`src/rtl/fmul_hs_pkg.sv`:
```
// Purpose: shared types for stb/ack float-multiplier initiators (state encoding, default width).
// Latency: n/a (package only).
// Backpressure: n/a (package only).
package fmul_hs_pkg;

  // IEEE-754 single precision operand/result width.
  localparam int FLOAT_W_DEF = 32;

  // Transaction phases of an stb/ack initiator. One transaction in flight at a time.
  typedef enum logic [2:0] {
    IDLE    = 3'd0,  // waiting for an operand pair
    SEND    = 3'd1,  // strobing operands into the multiplier
    WAIT_Z  = 3'd2,  // waiting for the product strobe
    ACK_Z   = 3'd3,  // acknowledging the product for one cycle
    PRESENT = 3'd4   // result offered downstream
  } hs_state_t;

  // True in every phase that holds a transaction.
  function automatic logic hs_is_busy(input hs_state_t st);
    return st != IDLE;
  endfunction

endpackage

```
`src/rtl/fmul_hs_strobe.sv`:
```
// Purpose: one operand strobe holder: loads data, raises stb, holds both until ack, then flags done.
// Latency: stb rises the cycle after load; drops the cycle after ack is sampled with stb high.
// Backpressure: data and stb held indefinitely while ack stays low.
//
// Ports:
//   clk, rst    clock and synchronous active-high reset
//   load        start a new handover with load_dat
//   load_dat    operand to present
//   ack         acknowledge from the multiplier
//   dat, stb    operand and strobe towards the multiplier (registered)
//   fin         handover complete now or earlier (done flag or ack taken this edge)
module fmul_hs_strobe
  import fmul_hs_pkg::*;
#(
  parameter int W = FLOAT_W_DEF
) (
  input  logic         clk,
  input  logic         rst,
  input  logic         load,
  input  logic [W-1:0] load_dat,
  input  logic         ack,
  output logic [W-1:0] dat,
  output logic         stb,
  output logic         fin
);

  logic done;

  always_ff @(posedge clk) begin
    if (rst) begin
      dat  <= '0;
      stb  <= 1'b0;
      done <= 1'b0;
    end else if (load) begin
      dat  <= load_dat;
      stb  <= 1'b1;
      done <= 1'b0;
    end else if (stb && ack) begin
      stb  <= 1'b0;
      done <= 1'b1;
    end
  end

  // Looking ahead at the ack lets the parent leave SEND on the same edge
  // that retires the last strobe, instead of one cycle later.
  assign fin = done | (stb & ack);

endmodule

```
`src/rtl/fmul_hs_driver.sv`:
```
// Purpose: initiator for the float multiplier stb/ack protocol between valid/ready streams.
// Latency: op accept -> res_valid is 3 cycles plus multiplier response time; one txn in flight.
// Backpressure: op_ready low outside IDLE; result and all state held while res_ready is low.
//
// Ports:
//   clk, rst                          clock, synchronous active-high reset
//   op_a, op_b, op_valid, op_ready    upstream operand pair stream
//   mul_a/_stb/_ack, mul_b/_stb/_ack  operand handover to the multiplier
//   mul_z, mul_z_stb, mul_z_ack       product handover from the multiplier
//   res_a, res_b, res_z, res_valid,
//   res_ready                         downstream {a,b,z} result stream
//   txn_count                         completed transactions (wrapping)
//   busy                              any phase other than IDLE
//   timeout_err                       1-cycle pulse on watchdog abort
// Optional feature: define FMUL_DRV_TIMEOUT_EN to enable the WAIT_Z watchdog
// (TIMEOUT_CYC cycles); without it WAIT_Z waits forever and timeout_err is 0.
module fmul_hs_driver
  import fmul_hs_pkg::*;
#(
  parameter int FLOAT_W     = FLOAT_W_DEF,
  parameter int CNT_W       = 32,
  parameter int TIMEOUT_CYC = 4096
) (
  input  logic               clk,
  input  logic               rst,
  input  logic [FLOAT_W-1:0] op_a,
  input  logic [FLOAT_W-1:0] op_b,
  input  logic               op_valid,
  output logic               op_ready,
  output logic [FLOAT_W-1:0] mul_a,
  output logic               mul_a_stb,
  input  logic               mul_a_ack,
  output logic [FLOAT_W-1:0] mul_b,
  output logic               mul_b_stb,
  input  logic               mul_b_ack,
  input  logic [FLOAT_W-1:0] mul_z,
  input  logic               mul_z_stb,
  output logic               mul_z_ack,
  output logic [FLOAT_W-1:0] res_a,
  output logic [FLOAT_W-1:0] res_b,
  output logic [FLOAT_W-1:0] res_z,
  output logic               res_valid,
  input  logic               res_ready,
  output logic [CNT_W-1:0]   txn_count,
  output logic               busy,
  output logic               timeout_err
);

  hs_state_t state, state_nxt;

  logic accept;    // operand pair taken this edge
  logic a_fin;
  logic b_fin;
  logic z_take;    // product captured this edge
  logic res_take;  // result handed downstream this edge
  logic tmo_fire;  // watchdog limit reached this cycle
  logic tmo_take;  // abort WAIT_Z this edge

  // Decoded from the state register; forced low while reset is asserted so
  // nothing is accepted on the reset edge.
  assign op_ready = (state == IDLE) & ~rst;
  assign accept   = op_valid & op_ready;

  fmul_hs_strobe #(.W(FLOAT_W)) u_stb_a (
    .clk      (clk),
    .rst      (rst),
    .load     (accept),
    .load_dat (op_a),
    .ack      (mul_a_ack),
    .dat      (mul_a),
    .stb      (mul_a_stb),
    .fin      (a_fin)
  );

  fmul_hs_strobe #(.W(FLOAT_W)) u_stb_b (
    .clk      (clk),
    .rst      (rst),
    .load     (accept),
    .load_dat (op_b),
    .ack      (mul_b_ack),
    .dat      (mul_b),
    .stb      (mul_b_stb),
    .fin      (b_fin)
  );

`ifdef FMUL_DRV_TIMEOUT_EN
  localparam int TW = $clog2(TIMEOUT_CYC + 1);
  logic [TW-1:0] wait_cnt;

  // Held at zero outside WAIT_Z, so every entry starts a fresh count.
  always_ff @(posedge clk) begin
    if (rst || (state != WAIT_Z)) begin
      wait_cnt <= '0;
    end else if (!mul_z_stb) begin
      wait_cnt <= wait_cnt + 1'b1;
    end
  end

  // The count reads k-1 on the k-th edge spent in WAIT_Z, so this fires on
  // the TIMEOUT_CYC-th edge after entry.
  assign tmo_fire = (wait_cnt == TW'(TIMEOUT_CYC - 1));
`else
  // Watchdog compiled out: never fires, whatever TIMEOUT_CYC is set to.
  assign tmo_fire = (TIMEOUT_CYC < 0);
`endif

  always_ff @(posedge clk) begin
    if (rst) begin
      state <= IDLE;
    end else begin
      state <= state_nxt;
    end
  end

  always_comb begin
    state_nxt = state;
    z_take    = 1'b0;
    res_take  = 1'b0;
    tmo_take  = 1'b0;
    case (state)
      IDLE: begin
        if (accept) begin
          state_nxt = SEND;
        end
      end
      SEND: begin
        // Acks may come in either order; leave once both are in.
        if (a_fin && b_fin) begin
          state_nxt = WAIT_Z;
        end
      end
      WAIT_Z: begin
        if (mul_z_stb) begin
          z_take    = 1'b1;
          state_nxt = ACK_Z;
        end else if (tmo_fire) begin
          tmo_take  = 1'b1;
          state_nxt = IDLE;
        end
      end
      ACK_Z: begin
        state_nxt = PRESENT;
      end
      PRESENT: begin
        if (res_ready) begin
          res_take  = 1'b1;
          state_nxt = IDLE;
        end
      end
      default: begin
        state_nxt = IDLE;
      end
    endcase
  end

  always_ff @(posedge clk) begin
    if (rst) begin
      mul_z_ack   <= 1'b0;
      res_a       <= '0;
      res_b       <= '0;
      res_z       <= '0;
      res_valid   <= 1'b0;
      txn_count   <= '0;
      busy        <= 1'b0;
      timeout_err <= 1'b0;
    end else begin
      // The ack is high only during ACK_Z, which always lasts one cycle.
      mul_z_ack   <= z_take;
      timeout_err <= tmo_take;
      busy        <= hs_is_busy(state_nxt);
      if (z_take) begin
        res_a <= mul_a;
        res_b <= mul_b;
        res_z <= mul_z;
      end
      if (state == ACK_Z) begin
        res_valid <= 1'b1;
      end else if (res_take) begin
        res_valid <= 1'b0;
      end
      if (res_take) begin
        txn_count <= txn_count + 1'b1;
      end
    end
  end

endmodule

```
`config.mk`:
```
export PLATFORM = sky130hd
export DESIGN_NAME = fmul_hs_driver
export DESIGN_NICKNAME = d
export VERILOG_FILES = /design/src/rtl/fmul_hs_pkg.sv /design/src/rtl/fmul_hs_strobe.sv /design/src/rtl/fmul_hs_driver.sv
export SDC_FILE = /design/constraint.sdc
export NUM_CORES = 1
export LEC_CHECK = 0
export BUFFER_PORTS_ARGS = -buffer_cell sky130_fd_sc_hd__buf_2
export CORE_ASPECT_RATIO = 1.4
export CORE_MARGIN = 10
export CORE_UTILIZATION = 35
export CTS_BUF_LIST = sky130_fd_sc_hd__clkbuf_4
export DETAILED_ROUTE_END_ITERATION = 16
export PLACE_DENSITY = 0.59
export RECOVER_POWER = 50
export SYNTH_ARGS = -nofsm -noshare
export SYNTH_HDL_FRONTEND = slang
export SYNTH_SLANG_ARGS = --single-unit
```
`constraint.sdc`:
```
create_clock -name clk -period 2.6 [get_ports clk]
set_clock_uncertainty 0.2 [all_clocks]
set_input_delay 0 -clock clk [delete_from_list [all_inputs] [get_ports clk]]
set_output_delay 0 -clock clk [all_outputs]
set_load 0.02 [all_outputs]
```
==> results.py <==
metrics = {
    "worst_hold_path": {
        "holdPathStages": 4,
        "worstHoldPathType": "in -> reg",
        "min-delay-start": "mul_a_ack",
    },
    "placement": {
        "port_buffers": 300,
        "finalWeightedCongestion": 0.817,
        "place_ws_ns": 0.290,
        "dp.cells": 1431,
        "dp_hpwl_um": 17600,
    },
    "sta": {
        "slew_headroom_pct": 42.1,
        "setup_viol": 0,
        "setup_ws_ns": 0.0943,
        "hold_viol": 0,
        "holdWs_ns": 0.113,
        "max_freq_ghz": 0.399,
        "report.final.slew_viol_count": 0,
        "period_needed_ns": 2.51,
        "rsz0062_at_grt": "true",
        "tightest_slew_ns": 0.869,
        "period_share_pct": 96.4,
    },
    "worst_setup_path": {
        "crit_start": "state[1]",
        "worstPathRequired_ns": 2.98,
        "slowest_delay_ns": 0.58,
        "critPathMaxFanout": 37,
        "critPathCaptureType": "flop",
        "regToRegEndpoint": "u_stb_b.dat[25]",
        "cpMaxStageDelayCell": "dlygate4sd3_1",
        "path_cells": "buf_4, nor4_2, and2_2, buf_4, nand2_1, dlygate4sd3_1, nand2_1",
        "crit_arrival_ns": 2.89,
        "endpoint": "u_stb_b.dat[25]",
        "r2r_cells": 7,
        "path_class": "reg -> reg",
        "start_kind": "flop",
        "worst-r2r-setup-slack_ns": 0.09,
        "r2r-start": "state[1]",
    },
    "clocking": {
        "clock_path_buffers": 3,
        "clock_latency_ns": 0.68,
        "cts_buffers": 52,
        "htreeDepth": 2,
        "root_buffer": "clkbuf_4",
        "post-cts-setup-buffers": 0,
        "cts.clk_slew.worst_paths_ns": 0.06,
        "clock_sinks": 202,
        "tritoncts": "yes",
    },
    "grt": {
        "grt_pass1_vias": 9322,
        "grt.total_usage_pct": 21.5,
        "grt_use_met1_pct": 22.7,
        "grt_max_degree": 203,
        "antenna_found_initial": 3,
        "met2_usage_pct": 35.8,
        "grt.busiest_layer": "met2",
        "grt_pass1_wl_um": 48900,
        "overflow": 0,
        "met3_usage_pct": 6.25,
    },
    "routing": {
        "via_count": 8936,
        "drtPass1Iterations": 5,
        "wl_per_cell_um": 17.0,
        "routed_via_density": 4.92,
        "drtIter0Drc": 414,
        "finalWirelength_um": 31000,
        "drt_drc_violations_left": 0,
        "antenna_left": 0,
    },
    "floorplan": {
        "ios": 302,
        "row_count": 63,
        "core_um2": 21100,
        "dieArea_um2": 27800,
        "die_h_um": 193,
        "die_w_um": 144,
        "start_util_pct": 35.6,
    },
    "yosys": {
        "synthCells": 919,
        "syn-cell-area_um2": 7520,
        "synth-seq-cells": 202,
        "yosysWarningCount": 0,
        "syn_nets": 1023,
        "syn_area_per_cell_um2": 8.18,
        "ys_types": 41,
        "yosysSeqAreaShare_pct": 53.8,
    },
    "power": {
        "power_switching_uw": 1750,
        "sw_frac_of_total_pct": 25.4,
        "p_leak_uw": 0.00563,
        "internal-power_uw": 5140,
        "comb_power_share_pct": 12.4,
        "pwr_density_cell_nw_per_um2": 534,
        "ir_drop_mv": 0.339,
        "power_frac_seq_pct": 47.3,
        "clkPwrFrac_pct": 40.3,
    },
    "final_layout": {
        "final_cells": 1816,
        "syn_to_final_growth_pct": 72.0,
        "drive_above_1_share_pct": 26.9,
        "final_common_cell": "nand2_1",
        "nNetsFinal": 1625,
        "nFillCells": 1755,
        "final_cell_mix": "nand2_1 (329), buf_2 (299), dlygate4sd3_1 (295), dfxtp_1 (202), a21oi_1 (121)",
    },
    "status": {
        "status": "complete, no violations",
    },
    "job": {
        "cap_violations": 0,
    },
}
## power groups by stage
stage               registers (µW)  logic [µW]  clock network, µW
floorplan                     3420         178                  0
global placement              3320         527                  0
detailed placement            3320         529                  0
CTS                           3260         837               2880
global route                  3270         919               3040
finish                        3260         858               2780
## synth_stat cells
master,number,area (µm²)
or2_1,1,6.26
or2_2,1,6.26
mux2i_1,1,10.0
xor2_1,5,43.8
and4bb_1,1,12.5
nand4_2,1,12.5
a31oi_1,1,6.26
a41oi_1,1,8.76
nand2b_1,3,18.8
clkbuf_1,53,199
a21oi_1,121,606
or4b_2,1,10.0
dfxtp_1,202,4040
o31ai_1,15,113
buf_2,5,25.0
buf_6,1,11.3
conb_1,1,3.75
buf_1,9,33.8
a211oi_1,1,7.51
nor4b_1,1,8.76
or3_1,6,37.5
ha_1,1,12.5
and4_1,3,26.3
nor4_1,4,25.0
nand4b_1,2,17.5
nand2_1,330,1240
inv_1,3,11.3
o211ai_1,1,7.51
nand3b_1,65,488
and2_1,2,12.5
nand4_1,12,75.1
and3_1,4,25.0
and4_2,1,10.0
nor2_1,16,60.1
buf_4,1,7.51
o21ai_0,8,40.0
nand3_1,10,50.1
or4_1,16,120
nor3_1,3,15.0
nor2b_1,1,6.26
xnor2_1,5,43.8
## area by class of cell
| cell class | count | area, µm² | area share, % |
|---|---|---|---|
| Tap cell | 260 | 325 | 2.52 |
| Inverter | 3 | 11.3 | 0.0871 |
| Antenna cell | 3 | 7.51 | 0.0581 |
| Clock buffer | 82 | 616 | 4.76 |
| Clock inverter | 4 | 46.3 | 0.358 |
| Timing Repair Buffer | 616 | 4660 | 36.0 |
| Multi-Input combinational cell | 646 | 3220 | 24.9 |
| Sequential cell | 202 | 4040 | 31.3 |
## how the worst min path moves through the flow
stage	end	slack [ns]
floorplan	state[1]	-0.11
global placement	u_stb_b.dat[21]	-0.02
detailed placement	u_stb_a.dat[10]	-0.01
CTS	u_stb_a.done	0.05
global route	u_stb_a.done	0.13
finish	u_stb_a.done	0.11
## sequential cells by signal (all words and copies together) (netlist names), 3 cells and up
register / count
txn_count: 32
state: 3
u_stb_b.dat: 32
res_a: 32
res_b: 32
u_stb_a.dat: 32
res_z: 32
## per-layer routing
metal / vias up / wire length, µm
met5: - / 0
met4: 0 / 1950
li1: 4306 / -
met3: 123 / 2210
met2: 336 / 15300
met1: 4171 / 11500
## worst max-delay path, delay by kind of cell (launching register included)
kind / cells / cell delay [ns]
buf+inv: 3 / 1.14
flops: 1 / 0.33
simple gates: 4 / 0.76
## repair_timing
action,in CTS,in global routing
resized for setup,0,2
hold buffers,295,0
setup endpoints to repair,0,78
hold endpoints to repair,202,0
## per-stage QoR
step / total power [µW] / utilization (%) / instance area [µm²] / setup TNS (ns)
floorplan: 3600 / - / 7520 / 0
global placement: 3850 / 44.0 / 9290 / 0
detailed placement: 3850 / 44.0 / 9290 / 0
CTS: 6970 / 61.1 / 12900 / 0
global route: 7230 / 61.2 / 12900 / -0.419
finish: 6900 / 61.2 / 12900 / 0
## logic make-up (layout without fill, tap and decap cells)
group / Yosys count / after routing / share of synthesized area [%]
AND/OR/NAND/NOR: 484 / 485 / 30.4
buffers and inverters: 72 / 705 / 3.83
flip-flops: 202 / 202 / 53.8
multiplexers: 1 / 1 / 0.133
other: 1 / 4 / 0.0499
AO/OA/AOI/OAI: 148 / 148 / 10.5
adder cells (fa/ha/maj): 1 / 1 / 0.166
XOR/XNOR: 10 / 10 / 1.17
(Power assumes the default switching activity.)
